## src/rtl/uart_rx_ctrl_pkg.sv

```systemverilog
// Shared UART receive definitions: FSM state encoding and frame geometry defaults.
package uart_rx_ctrl_pkg;

    localparam int OVERSAMPLE_DEF = 16;
    localparam int DATA_BITS_DEF  = 8;
    // Data bits plus the stop bit; also the width of the receive shift register.
    localparam int FRAME_BITS     = DATA_BITS_DEF + 1;

    typedef enum logic [1:0] {
        ST_IDLE,
        ST_START,
        ST_DATA,
        ST_STOP
    } rx_state_e;

endpackage

```

## src/rtl/uart_rx_ctrl_sync_2ff.sv

```systemverilog
// Two-flop synchronizer for a single asynchronous input, with a selectable reset value.
module sync_2ff #(
    parameter logic RST_VAL = 1'b0
) (
    input  logic clk,
    input  logic reset,
    input  logic d,
    output logic q
);

    logic [1:0] ff_q;

    always_ff @(posedge clk or posedge reset) begin
        if (reset) ff_q <= {2{RST_VAL}};
        else       ff_q <= {ff_q[0], d};
    end

    assign q = ff_q[1];

endmodule

```

## src/rtl/uart_rx_ctrl.sv

```systemverilog
// UART receive control: start-bit qualification, mid-bit sampling into an external
// LSB-first shift register, and host-side valid/ack, framing-error and overrun flags.
module uart_rx_ctrl
    import uart_rx_ctrl_pkg::*;
#(
    parameter int OVERSAMPLE = OVERSAMPLE_DEF,
    parameter int DATA_BITS  = DATA_BITS_DEF
) (
    input  logic clk,
    input  logic reset,
    input  logic baud_tick,
    input  logic rx,
    input  logic rx_ack,
    output logic shift_en,
    output logic shift_d,
    output logic busy,
    output logic rx_done,
    output logic rx_valid,
    output logic frame_err,
    output logic overrun
);

    localparam int CW = $clog2(OVERSAMPLE);
    localparam int BW = $clog2(DATA_BITS + 1);
    localparam logic [CW-1:0] HALF_CNT = CW'(OVERSAMPLE / 2 - 1);
    localparam logic [CW-1:0] LAST_CNT = CW'(OVERSAMPLE - 1);
    localparam logic [BW-1:0] LAST_BIT = BW'(DATA_BITS - 1);

    rx_state_e     state_q, state_d;
    logic [CW-1:0] cnt_q, cnt_d;
    logic [BW-1:0] bitn_q, bitn_d;
    logic          armed_q, armed_d;
    logic          stop_bit_q, stop_bit_d;
    logic          done_q, done_d;
    logic          valid_q, valid_d;
    logic          ovr_q, ovr_d;
    logic          rx_s;

    sync_2ff #(.RST_VAL(1'b1)) u_rx_sync (
        .clk   (clk),
        .reset (reset),
        .d     (rx),
        .q     (rx_s)
    );

    always_ff @(posedge clk or posedge reset) begin
        if (reset) begin
            state_q    <= ST_IDLE;
            cnt_q      <= '0;
            bitn_q     <= '0;
            armed_q    <= 1'b1;
            stop_bit_q <= 1'b1;
            done_q     <= 1'b0;
            valid_q    <= 1'b0;
            ovr_q      <= 1'b0;
        end else begin
            state_q    <= state_d;
            cnt_q      <= cnt_d;
            bitn_q     <= bitn_d;
            armed_q    <= armed_d;
            stop_bit_q <= stop_bit_d;
            done_q     <= done_d;
            valid_q    <= valid_d;
            ovr_q      <= ovr_d;
        end
    end

    always_comb begin
        state_d    = state_q;
        cnt_d      = cnt_q;
        bitn_d     = bitn_q;
        armed_d    = armed_q;
        stop_bit_d = stop_bit_q;
        done_d     = 1'b0;
        shift_en   = 1'b0;
        shift_d    = 1'b0;
        case (state_q)
            ST_IDLE: begin
                cnt_d = '0;
                // Re-arm only after the line has been seen high again.
                if (rx_s) armed_d = 1'b1;
                if (baud_tick && !rx_s && armed_q) state_d = ST_START;
            end
            ST_START: begin
                if (baud_tick) begin
                    if (cnt_q == HALF_CNT) begin
                        cnt_d  = '0;
                        bitn_d = '0;
                        state_d = rx_s ? ST_IDLE : ST_DATA;
                    end else begin
                        cnt_d = cnt_q + 1'b1;
                    end
                end
            end
            ST_DATA: begin
                if (baud_tick) begin
                    if (cnt_q == LAST_CNT) begin
                        shift_en = 1'b1;
                        shift_d  = rx_s;
                        cnt_d    = '0;
                        bitn_d   = bitn_q + 1'b1;
                        if (bitn_q == LAST_BIT) state_d = ST_STOP;
                    end else begin
                        cnt_d = cnt_q + 1'b1;
                    end
                end
            end
            ST_STOP: begin
                if (baud_tick) begin
                    if (cnt_q == LAST_CNT) begin
                        shift_en   = 1'b1;
                        shift_d    = rx_s;
                        stop_bit_d = rx_s;
                        done_d     = 1'b1;
                        cnt_d      = '0;
                        if (!rx_s) armed_d = 1'b0;
                        state_d    = ST_IDLE;
                    end else begin
                        cnt_d = cnt_q + 1'b1;
                    end
                end
            end
            default: state_d = ST_IDLE;
        endcase
    end

    // A completing frame takes priority over a same-cycle acknowledge.
    assign valid_d = done_q | (valid_q & ~rx_ack);
    assign ovr_d   = ovr_q | (done_q & valid_q & ~rx_ack);

    assign busy      = (state_q != ST_IDLE);
    assign rx_done   = done_q;
    assign rx_valid  = valid_q;
    assign frame_err = ~stop_bit_q;
    assign overrun   = ovr_q;

endmodule

```

## config.mk

```make
export PLATFORM = sky130hd
export DESIGN_NAME = uart_rx_ctrl
export DESIGN_NICKNAME = d
export VERILOG_FILES = /design/src/rtl/uart_rx_ctrl_pkg.sv /design/src/rtl/uart_rx_ctrl_sync_2ff.sv /design/src/rtl/uart_rx_ctrl.sv
export SDC_FILE = /design/constraint.sdc
export NUM_CORES = 1
export LEC_CHECK = 0
export ABC_CLOCK_PERIOD_IN_PS = 2400
export BUFFER_PORTS_ARGS = -buffer_cell sky130_fd_sc_hd__buf_2
export CORE_UTILIZATION = 30
export DETAILED_ROUTE_END_ITERATION = 8
export SYNTH_ARGS = -nofsm -noshare
export SYNTH_HDL_FRONTEND = slang
export SYNTH_SLANG_ARGS = --single-unit
```

## constraint.sdc

```tcl
create_clock -name clk -period 2.4 [get_ports clk]
set_clock_uncertainty 0.15 [all_clocks]
set_input_delay 0.48 -clock clk [delete_from_list [all_inputs] [get_ports clk]]
set_output_delay 0.48 -clock clk [all_outputs]
set_load 0.01 [all_outputs]
```

==> summary.txt <==
Place
  – DP Wirelength: roughly 1.2 mm
  – Inst Count DP: 120
  – Post-place setup slack: 483 ps
  – GP Congestion: 0.827
  – Post-DP Area: roughly 950 µm²
  – PortBufs: 11

Clock tree
  – Root Buffer: clkbuf_4
  – Cts hold-fix bufs: 0
  – Clk_lat worst skew: 290 ps
  – H-tree lvl count: 1
  – CTS resizes: 0
  – Reg clk slew, reported paths: ~100 ps
  – Post-CTS setup buffers: 0
  – CTS max path bufs: 2
  – Inserted Clock Buffers: 3
  – Clk sinks: 17
  – CTS tree: built

STA
  – Worst Tran Pin Value: 638 ps
  – Final Hold Fails: 0
  – Slew HR: 57.4%
  – Setup slack after layout: about 120 ps
  – RSZ-0062 raised after global routing: no
  – Final TNS setup: 0 ps
  – Final-report max-slew violation count: 0
  – Hold_ws: 110 ps
  – Final setup fails: 0
  – Period utilization: around 95%
  – Fmax: 0.439 GHz
  – Final min period: 2280 ps

Routing
  – Post-route ant nets: 0
  – Average wire per standard cell: about 13 µm
  – DRT Pass-1 Iters: 5
  – 1st-iter DRT viols: 24
  – Via count: 673
  – DRC viols: 0
  – Via/cell ratio: roughly 5.4
  – Final WL: 1.62 mm

Floorplan
  – Die ar.: roughly 3200 µm²
  – Initial core utilization: between 30% and 40%
  – Row count: 19
  – IO Pins: 12
  – Die Wd: 56.5 µm
  – Core Box Area: 2780 µm²
  – Die H: 56.5 µm

Logic synthesis
  – Commonest cells in the netlist: dfrtp_1 (13), inv_1 (8), o21ai_0 (5)
  – Post-synth EDFFs: 0
  – Leading area contributor after synthesis: dfrtp_1
  – FF+latch count, synth: 17
  – Total number of yosys warnings: 0
  – Post-synth cell types: 39
  – Synthesized instance count: 83
  – Mapped Nets: 90
  – Most frequent cell after synthesis: dfrtp_1
  – Seq/Total Area, Yosys: roughly half
  – Top_reg_cell synth: dfrtp_1
  – Ys async rst share: 100%
  – Largest cells by area after synthesis: dfrtp_1 (37%), dfstp_2 (12%), mux2i_1 (3.4%)
  – Top cell type's share of synthesized area: 36.6%
  – Syn_area_per_cell: 10.7 µm²
  – Mapped Area: around 890 µm²

Worst setup path
  – Reg2reg setup slack: 570 ps
  – Kind of critical path: register to output port
  – CP arrival: 1650 ps
  – CP endpoint kind: output port
  – Critical path startpoint category: register
  – R2R cell count: 4
  – Worst-path fanout max: 6
  – Reg2reg start: cnt_q[0]$_DFFE_PP0P_
  – Critical Path RT: 1770 ps
  – Worst R2R End: bitn_q[3]$_DFFE_PP0P_

GRT
  – Overflow after GRT: 0
  – Met3 usage: 2.30%
  – Met2 Resource Use GR: 18.8%
  – Pin count of the biggest net entering global routing: 18
  – Gr usage total: 12.1%
  – Vias in the first global route: a little under 700
  – Initial antenna violation count: 0
  – Layer carrying the most global-route usage: met2
  – Met1 usage: 15.4%
  – Global-route wire length before repair: 2.97 mm

Worst hold path
  – Hold WC Path Type: input pin to asynchronous set/reset pin

Finish
  – Final Net Count: 101
  – FILL cells: 271
  – Finished Cell Area: 982 µm²
  – Share of post-route cells with drive strength above 1: 28.0%
  – Non-filler cells, final: 124
  – Multi-input combinational cell area: 400 µm²
  – Area delta synth->final: 10.4%
  – # diodes: 0
  – Final core utilization: 35.3%
  – Reg area: around 430 µm²

Power and ir drop
  – PD cells: between 900 and 1000 nW/µm²
  – Maximum vdd drop: 0.531 mV
  – Total chip power: about 0.93 mW
  – P_leak: 0.428 nW

Run status
  – Status: completed

Job
  – Maxcap violations: 0
==> placed cells by master (no fill, tap or decap), drive strengths merged, types with 2 or more instances in the layout <==
cell    count
dfrtp      13
nand2       3
buf        11
inv         8
nor3        3
nor2b       2
clkbuf      3
mux2        2
nor2        4
nand3       2
o21ai       5
o31ai       4
a21oi       4
ha          2
dfstp       4
mux2i       3
==> layout make-up <==
| type | instances | area share (%) |
|---|---|---|
| inverter | 8 | 3.06 |
| tap | 31 | 3.95 |
| clock buffer | 3 | 2.29 |
| multi-input combinational | 53 | 40.8 |
| sequential | 17 | 43.8 |
| clock inverter | 1 | 0.510 |
| timing repair buffer | 11 | 5.61 |
==> sequential cells by signal (all words and copies together), names as in the netlist, named ones only <==
name and cells:
bitn_q 4, cnt_q 4, u_rx_sync.ff_q 2, armed_q 1
overrun 1, rx_done 1, rx_valid 1, state_q 1
stop_bit_q 1
==> critical path: stages (launching register included) <==
cell and delay [ps]:
dfrtp_1 440, ha_1 340, nand3_4 150, nor2_1 170
and2_1 140, buf_2 120
==> routing by layer <==
metal	wire, µm	share of wire, %
met1	736	46
met2	790	49
met3	60	3.7
met4	27	1.7
met5	0	0
==> worst max path at each step <==
stage                          from  endpoint  slack (ps)  cells after the start
6_report       cnt_q[0]$_DFFE_PP0P_   shift_d         120                      5
5_1_grt        cnt_q[0]$_DFFE_PP0P_   shift_d          20                      5
4_1_cts        cnt_q[0]$_DFFE_PP0P_   shift_d         140                      5
3_5_place_dp   cnt_q[0]$_DFFE_PP0P_   shift_d         480                      5
3_3_place_gp   cnt_q[0]$_DFFE_PP0P_   shift_d         530                      5
2_1_floorplan  cnt_q[0]$_DFFE_PP0P_   shift_d         540                      4
==> power breakdown <==
part | internal [mW] | switching (mW) | leakage, nW
registers | 0.370 | 0.130 | 0.211
clock network | 0.0619 | 0.0867 | 0.0177
logic | 0.123 | 0.154 | 0.199
total | 0.555 | 0.371 | 0.428
==> logic make-up after synthesis <==
logic type | Yosys count | synth area share, %
AND/OR/NAND/NOR | 23 | 18.3
multiplexers | 5 | 5.91
flip-flops | 17 | 48.4
AO/OA/AOI/OAI | 22 | 17.0
adder cells (fa/ha/maj) | 2 | 2.81
XOR/XNOR | 1 | 0.985
buffers and inverters | 13 | 6.61
(Power assumes the default switching activity.)
